### config.mk
export PLATFORM = sky130hd
export DESIGN_NAME = register_bank_mp
export DESIGN_NICKNAME = d
export VERILOG_FILES = /design/src/rtl/register_bank_mp.sv
export SDC_FILE = /design/constraint.sdc
export NUM_CORES = 2
export LEC_CHECK = 0
export CAP_MARGIN = 20
export CORE_ASPECT_RATIO = 1.75
export CORE_UTILIZATION = 37
export CTS_CLUSTER_SIZE = 28
export DETAILED_ROUTE_END_ITERATION = 10
export GPL_TIMING_DRIVEN = 0
export PLACE_DENSITY = 0.63
export SYNTH_ARGS = -nofsm -noshare
export SYNTH_HDL_FRONTEND = slang
export SYNTH_SLANG_ARGS = --single-unit
### constraint.sdc
create_clock -name clk -period 6.74 [get_ports clk]
set_input_delay 0.674 -clock clk [delete_from_list [all_inputs] [get_ports clk]]
set_output_delay 0.674 -clock clk [all_outputs]
set_load 0.02 [all_outputs]
### src/rtl/register_bank_mp.sv
// register_bank_mp: multi-read-port register bank with byte-lane write
// strobes, write-to-read forwarding and a command-driven bulk-clear sequencer.
// Optional parity storage/checking is enabled by `define REGISTER_BANK_PARITY_EN.
module register_bank_mp #(
  parameter  int WIDTH  = 32,
  parameter  int DEPTH  = 32,
  parameter  int NUM_RD = 2,
  localparam int AW     = $clog2(DEPTH),
  localparam int NB     = WIDTH / 8
) (
  input  logic                    clk,
  input  logic                    reset_n,
  input  logic                    i_w_en,
  input  logic [AW-1:0]           i_w_addr,
  input  logic [WIDTH-1:0]        i_w_value,
  input  logic [NB-1:0]           i_w_strb,
  output logic                    o_w_drop,
  input  logic [NUM_RD-1:0]       i_r_en,
  input  logic [NUM_RD*AW-1:0]    i_r_addr,
  output logic [NUM_RD*WIDTH-1:0] o_r_value,
  output logic [NUM_RD-1:0]       o_r_valid,
  input  logic                    i_clr,
  output logic                    o_busy
`ifdef REGISTER_BANK_PARITY_EN
  ,
  input  logic                    i_perr_inj,
  output logic [NUM_RD-1:0]       o_r_perr
`endif
);

  typedef enum logic [0:0] {
    ST_IDLE     = 1'b0,
    ST_CLEARING = 1'b1
  } state_t;

  localparam logic [AW:0]   DEPTH_W = (AW+1)'(DEPTH);
  localparam logic [AW-1:0] LAST    = AW'(DEPTH - 1);

  state_t            r_state;
  state_t            w_state_nxt;
  logic [AW-1:0]     r_ptr;
  logic [AW-1:0]     w_ptr_nxt;
  logic              r_busy;
  logic              r_drop;

  logic [WIDTH-1:0]  r_mem [DEPTH];

  logic              w_idle;
  logic              w_access_ok;
  logic              w_w_in_range;
  logic [AW-1:0]     w_w_idx;
  logic              w_wr_ok;
  logic              w_wr_drop;
  logic [WIDTH-1:0]  w_old;
  logic [WIDTH-1:0]  w_merged;

  // Accesses are only honoured in IDLE and not in the cycle a clear is taken.
  assign w_idle       = (r_state == ST_IDLE);
  assign w_access_ok  = w_idle && !i_clr;
  assign w_w_in_range = ({1'b0, i_w_addr} < DEPTH_W);
  assign w_w_idx      = w_w_in_range ? i_w_addr : '0;
  assign w_wr_ok      = i_w_en && w_access_ok && w_w_in_range;
  assign w_wr_drop    = i_w_en && !w_wr_ok;
  assign w_old        = r_mem[w_w_idx];

  // Byte-lane merge of new write data over the currently stored word.
  always_comb begin
    w_merged = w_old;
    for (int unsigned b = 0; b < NB; b++) begin
      if (i_w_strb[b]) begin
        w_merged[b*8 +: 8] = i_w_value[b*8 +: 8];
      end
    end
  end

  // Clear sequencer state register.
  always_ff @(posedge clk or negedge reset_n) begin
    if (!reset_n) begin
      r_state <= ST_IDLE;
      r_ptr   <= '0;
      r_busy  <= 1'b0;
    end else begin
      r_state <= w_state_nxt;
      r_ptr   <= w_ptr_nxt;
      r_busy  <= (w_state_nxt == ST_CLEARING);
    end
  end

  // Clear sequencer next-state: walk ptr 0..DEPTH-1 once, then back to IDLE.
  always_comb begin
    w_state_nxt = r_state;
    w_ptr_nxt   = r_ptr;
    case (r_state)
      ST_IDLE: begin
        if (i_clr) begin
          w_state_nxt = ST_CLEARING;
          w_ptr_nxt   = '0;
        end
      end
      ST_CLEARING: begin
        if (r_ptr == LAST) begin
          w_state_nxt = ST_IDLE;
          w_ptr_nxt   = '0;
        end else begin
          w_ptr_nxt = r_ptr + 1'b1;
        end
      end
      default: begin
        w_state_nxt = ST_IDLE;
        w_ptr_nxt   = '0;
      end
    endcase
  end

  // Storage: cleared by reset or by the sequencer, otherwise written by the bus.
  always_ff @(posedge clk or negedge reset_n) begin
    if (!reset_n) begin
      for (int unsigned i = 0; i < DEPTH; i++) begin
        r_mem[i] <= '0;
      end
    end else if (r_state == ST_CLEARING) begin
      r_mem[r_ptr] <= '0;
    end else if (w_wr_ok) begin
      r_mem[w_w_idx] <= w_merged;
    end
  end

  // One-cycle pulse flagging a discarded write.
  always_ff @(posedge clk or negedge reset_n) begin
    if (!reset_n) begin
      r_drop <= 1'b0;
    end else begin
      r_drop <= w_wr_drop;
    end
  end

  assign o_w_drop = r_drop;
  assign o_busy   = r_busy;

`ifdef REGISTER_BANK_PARITY_EN
  logic r_par [DEPTH];
  logic w_wr_par;

  // Even parity of the merged word; the injection input flips it for test.
  assign w_wr_par = (^w_merged) ^ i_perr_inj;

  // Parity storage tracks the data storage; a cleared word has parity 0.
  always_ff @(posedge clk or negedge reset_n) begin
    if (!reset_n) begin
      for (int unsigned i = 0; i < DEPTH; i++) begin
        r_par[i] <= 1'b0;
      end
    end else if (r_state == ST_CLEARING) begin
      r_par[r_ptr] <= 1'b0;
    end else if (w_wr_ok) begin
      r_par[w_w_idx] <= w_wr_par;
    end
  end
`endif

  for (genvar p = 0; p < NUM_RD; p++) begin : g_rd
    logic [AW-1:0]    w_ra;
    logic             w_in_range;
    logic [AW-1:0]    w_idx;
    logic             w_fwd;
    logic             w_rd_ok;
    logic [WIDTH-1:0] w_data;
    logic [WIDTH-1:0] r_val;
    logic             r_valid;

    assign w_ra       = i_r_addr[p*AW +: AW];
    assign w_in_range = ({1'b0, w_ra} < DEPTH_W);
    assign w_idx      = w_in_range ? w_ra : '0;
    assign w_fwd      = w_wr_ok && (w_ra == i_w_addr);
    assign w_rd_ok    = i_r_en[p] && w_access_ok;
    assign w_data     = !w_in_range ? '0 : (w_fwd ? w_merged : r_mem[w_idx]);

    // Read pipeline: valid pulses per accepted request, data holds otherwise.
    always_ff @(posedge clk or negedge reset_n) begin
      if (!reset_n) begin
        r_val   <= '0;
        r_valid <= 1'b0;
      end else begin
        r_valid <= w_rd_ok;
        if (w_rd_ok) begin
          r_val <= w_data;
        end
      end
    end

    assign o_r_value[p*WIDTH +: WIDTH] = r_val;
    assign o_r_valid[p]                = r_valid;

`ifdef REGISTER_BANK_PARITY_EN
    logic w_par;
    logic r_perr;

    assign w_par = !w_in_range ? 1'b0 : (w_fwd ? w_wr_par : r_par[w_idx]);

    // Parity error flag, qualified with the same request as valid.
    always_ff @(posedge clk or negedge reset_n) begin
      if (!reset_n) begin
        r_perr <= 1'b0;
      end else begin
        r_perr <= w_rd_ok && ((^w_data) != w_par);
      end
    end

    assign o_r_perr[p] = r_perr;
`endif
  end

endmodule

==> results of run 1 <==
## Yosys cell counts (all sizes together) (24+ instances only)
cell type	number	area, um^2
a2111oi	25	316.6
a211oi	42	320.3
a21oi	73	365.4
a221o	24	240.2
a22o	1036	9074
a22oi	88	670.6
a32oi	37	568.1
and2	29	181.4
buf	329	2335
clkbuf	278	1047
dfrtp	1097	27450
inv	41	153.9
mux2i	413	4134
mux4	641	14440
nand2	111	416.7
nor2	100	375.4
nor2b	42	262.8
nor4	37	244.0
o21ai	28	151.4
o22ai	152	950.9
## metal layers
layer | GRT usage | overflow
met1 | 0.6681 | 0
met4 | 0.6705 | 1
met2 | 0.8628 | 2
met3 | 0.5229 | 0
met5 | 0.2485 | 0
## kinds of logic after synthesis
logic type                 Yosys count
muxes                             1069
xor gates and xnor gates            12
DFF                               1097
AOI/OAI and AO/OA                 1552
buffers and inverters              648
adders and majority gates            5
and+or+nand+nor                    408
## what timing repair did
item                                   CTS
hold buffers                             1
resized for setup                        0
endpoints found under the hold margin  101
## metrics by stage
step	utilization	worst slack, ns	cells
2_1_floorplan	-	3.901	4791
4_1_cts	0.4354	1.171	7531
3_3_place_gp	0.3950	-48.14	7160
3_5_place_dp	0.4115	0.3273	7313
==> impl_metrics.csv, run 1 <==
group,metric,value,unit
global_routing,grt_pass1_wl,770.0,mm
logic_synthesis,yosysSeqAreaShare,0.4219,
logic_synthesis,synth-seq-cells,1097,
global_routing,grt_max_degree,168,
logic_synthesis,synth_top_family_by_area,"multiplexers",
logic_synthesis,synthCells,4791,
clocking,numCtsBuffers,114,
floorplanning,ios,125,
logic_synthesis,synthesis.area,65060,um^2
status,error_line,"[ERROR GRT-0116] Global routing finished with congestion. Check the congestion regions in the DRC Viewer.",
clocking,cts_buffer_depth,3,
logic_synthesis,synth_cell_types,72,
status,status,"stopped before the end",
clocking,cts_sinks,1097,
logic_synthesis,synth-xor-area-share,0.001615,
logic_synthesis,synth_edf_count,0,
placed_design,port_buffers,114,
global_routing,grt_usage,0.6805,
global_routing,grt_pass1_vias,65690,
floorplanning,start_util,0.3723,
placed_design,post_dp_cell_area,71910,um^2
global_routing,gr-total-overflow,3,
logic_synthesis,ys_warn_count,0,
logic_synthesis,synthAdderAreaFrac,0.0009616,
logic_synthesis,synthMuxAreaShare,0.2881,
logic_synthesis,avgSynthCellArea,13.58,um^2
floorplanning,die_x,319.0,um
logic_synthesis,async_flop_share,1.000,
logic_synthesis,yosys.area_share.simple,0.03256,
placed_design,gp_congestion,1.142,
clocking,cts_root_buf,"clkbuf_16",
logic_synthesis,synth_compound_area_frac,0.2005,
floorplanning,die_h,556.7,um
clocking,post-cts-setup-buffer-count,0,
logic_synthesis,ys.flop_type,"dfrtp_1",
placed_design,dpl.hpwl,403.7,mm
logic_synthesis,syn_nets,4853,
floorplanning,rows,203,
status,lastStage,"global routing",
clocking,htree_levels,3,
==> run 2, diff against run 1 <==
--- a/config.mk
+++ b/config.mk
@@ -6,12 +6,10 @@
 export NUM_CORES = 2
 export LEC_CHECK = 0
 export CAP_MARGIN = 20
-export CORE_ASPECT_RATIO = 1.75
-export CORE_UTILIZATION = 37
-export CTS_CLUSTER_SIZE = 28
+export CORE_UTILIZATION = 22
 export DETAILED_ROUTE_END_ITERATION = 10
 export GPL_TIMING_DRIVEN = 0
-export PLACE_DENSITY = 0.63
+export PLACE_DENSITY_LB_ADDON = 0.15
 export SYNTH_ARGS = -nofsm -noshare
 export SYNTH_HDL_FRONTEND = slang
 export SYNTH_SLANG_ARGS = --single-unit
==> impl_metrics.csv, run 2 <==
group,metric,value,unit
timing,fin_crit,6.288,ns
logic_synthesis,synth-seq-cells,1097,
final_layout,fill_cells,30070,
timing,setup_viol,0,
logic_synthesis,ys.flop_type,"dfrtp_1",
placed_design,gp_congestion,1.062,
final_layout,final_cell_mix,"dfrtp_1, a22o_1, mux4_2",
final_layout,seqCellArea,27450,um^2
status,failed_checks,"design-rule violations",
timing,hold_violations,0,
clocking,cts_sinks,1097,
placed_design,dpl.hpwl,400.4,mm
clocking,ctsResizeCount,0,
power,clkPwrFrac,0.410,
final_layout,nets,5337,
timing,fin_skew,0.04465,ns
final_layout,final_util,0.2742,
power,p_leak,33.81,nW
routing,drtIter0Drc,12230,
final_layout,reg_top3,"r_mem: 1024 flops, g_rd.r_val: 64 flops, r_ptr: 5 flops",
critical_path,arrival,7.01,ns
floorplanning,core,294100,um^2
final_layout,largest_reg_flops,1024,
final_layout,drive_gt1_frac,0.3106,
clocking,cts_tree,"done",
clocking,insertion_delay,0.87,ns
floorplanning,die_h,545.8,um
power,switching_power,7.866,mW
routing,via_per_inst,6.842,
timing,relSlewSlack,0.07422,
floorplanning,die_x,545.8,um
logic_synthesis,syn_nets,4853,
timing,clock.fmax,159.0,MHz
clocking,htree_levels,4,
timing,rsz0062_at_grt,"no",
global_routing,grtUsageMet1,0.4335,
critical_path,end_kind,"flip-flop",
logic_synthesis,synth_top_area_share,0.4219,
logic_synthesis,async_flop_share,1.000,
logic_synthesis,synthCells,4791,
floorplanning,start_util,0.2212,
critical_path,crit_fanout,10,
status,status,"finished with violations",
logic_synthesis,synth.top_cells.by_count,"dfrtp_1, a22o_1, mux4_2",
logic_synthesis,synth.most_common_cell,"dfrtp_1",
logic_synthesis,ys_top_cells_by_area,"dfrtp_1, mux4_2, a22o_1",
logic_synthesis,ys_warn_count,0,
timing,finalMaxSlewViolations,0,
logic_synthesis,synth_edf_count,0,
critical_path,worst_path_largest_cell_delay,1.13,ns
power,power.density,264.2,nW/um^2
final_layout,top_register,"r_mem",
flow_run,drv_cap,0,
clocking,post-cts-setup-buffer-count,0,
global_routing,antenna_found_initial,96,
critical_path,cp-start-kind,"input port",
global_routing,gr-total-overflow,0,
critical_path,path_cells,"clkdlybuf4s50_1, buf_2, buf_2, buf_2, buf_2, buf_2, mux2i_1, a21oi_1, a22oi_1, nand2_1",
floorplanning,fp.dieArea,297900,um^2
power,switching_share,0.3693,
routing,drc,102,
timing,tightest_slew,1.389,ns
power,combPwrFrac,0.244,
global_routing,grt_max_degree,160,
final_layout,final_cells,9398,
critical_path,cpMaxStageDelayCell,"buf_2",
routing,ant_nets,0,
routing,wl_per_cell,60.85,um
clocking,clk_pin_slew,0.06,ns
clocking,numCtsBuffers,148,
logic_synthesis,synth_cell_types,72,
global_routing,grt_pass1_wl,707.1,mm
power,pwr-share-seq,0.347,
clocking,cts_buffer_depth,3,
floorplanning,ios,125,
hold_path,hold_class,"in2async",
global_routing,use_met2,0.4988,
global_routing,grt_pass1_vias,58480,
global_routing,grt_usage,0.3741,
placed_design,port_buffers,114,
clocking,cts_root_buf,"clkbuf_16",
logic_synthesis,avgSynthCellArea,13.58,um^2
logic_synthesis,synthesis.area,65060,um^2
clocking,holdBufCountCts,1,
global_routing,grt_use_met3,0.2011,
timing,tns,0,ns
routing,dr.pass1.iters,11,
logic_synthesis,synth_area_leader_cell,"dfrtp_1",
routing,num_vias,64310,
final_layout,final_common_cell,"dfrtp_1",
global_routing,grt-busiest-layer,"met2",
power,p_int,13.43,mW
logic_synthesis,yosysSeqAreaShare,0.4219,
final_layout,multi_input_area,34150,um^2
timing,min_period_over_period,0.9329,
routing,drt_wl_total,571.9,mm
critical_path,cp_common_cell,"buf_2",
power,ir_drop,342.3,uV
floorplanning,rows,199,
critical_path,cp.required,7.46,ns
final_layout,area_delta_synth_final,23.93,%
placed_design,dpl.cell_count,9034,
critical_path,path_class,"in2reg",
==> run 2: cell counts after synthesis <==
No cell type changed its count.
==> run 2: worst paths after layout <==
check                      depth (start not counted)                            end                    startpoint  slack (ns)
min reg2reg                                        2   g_rd[0].r_val[2]$_DFFE_PN0P_  g_rd[0].r_val[2]$_DFFE_PN0P_        0.48
min                                                2         r_mem[185]$_DFFE_PN0P_                       reset_n        0.40
max in group asynchronous                          5   g_rd[0].r_val[8]$_DFFE_PN0P_                       reset_n        3.95
max reg2reg                                        8         r_mem[475]$_DFFE_PN0P_              o_busy$_DFF_PN0_        1.81
min in group clk                                   2   g_rd[0].r_val[2]$_DFFE_PN0P_  g_rd[0].r_val[2]$_DFFE_PN0P_        0.48
max                                               10  g_rd[0].r_val[13]$_DFFE_PN0P_                   i_r_addr[2]        0.45
==> run 2: layout make-up <==
type	count	share of cell area
flip-flops and latches	1097	0.3405
inverters	41	0.001909
clock inverters	62	0.01097
plain buffers	607	0.04454
diodes	86	0.002669
multi-input cells	3046	0.4236
clock buffers	206	0.05287
repair buffers	334	0.06218
well taps	3919	0.06082
==> run 2: through the flow <==
step	hold WS [ns]	area, um^2	total power, mW	worst slack, ns
2_1_floorplan	0.3784	65060	9.168	3.901
3_3_place_gp	0.4839	71100	12.08	-50.14
5_1_grt	0.4421	80450	21.32	0.9539
3_5_place_dp	0.4756	75100	12.32	0.1879
4_1_cts	0.3913	80260	20.88	1.080
6_report	0.3971	80630	21.30	0.4524
==> run 2: logic make-up after synthesis <==
group,Yosys count,synth area share
simple gates,408,0.03256
buf+inv,648,0.05435
flops,1097,0.4219
xor+xnor,12,0.001615
compound gates,1552,0.2005
mux,1069,0.2881
fa+ha+maj,5,0.0009616
==> run 2: metal layers <==
layer | vias up | share of wire
met4 | 42 | 0.10
met3 | 2103 | 0.15
li1 | 20800 | -
met2 | 7150 | 0.39
met1 | 34210 | 0.36
met5 | - | 0.00048
==> run 2: worst max-delay path: cells and delay by family <==
kind                   cells  cell delay, ns
multiplexers               1            0.28
buffers and inverters      6            5.15
AND/OR/NAND/NOR            1            0.11
AO/OA/AOI/OAI              2            0.61
==> run 2: power groups by stage <==
stage / Combinational, mW / Sequential, mW / Clock [mW]
finish: 5.20 / 7.38 / 8.72
global route: 5.01 / 7.40 / 8.91
global placement: 4.57 / 7.51 / 0
detailed placement: 4.85 / 7.47 / 0
floorplan: 1.77 / 7.40 / 0
CTS: 4.86 / 7.36 / 8.66
Note: power is estimated with default switching activity, not from simulation.
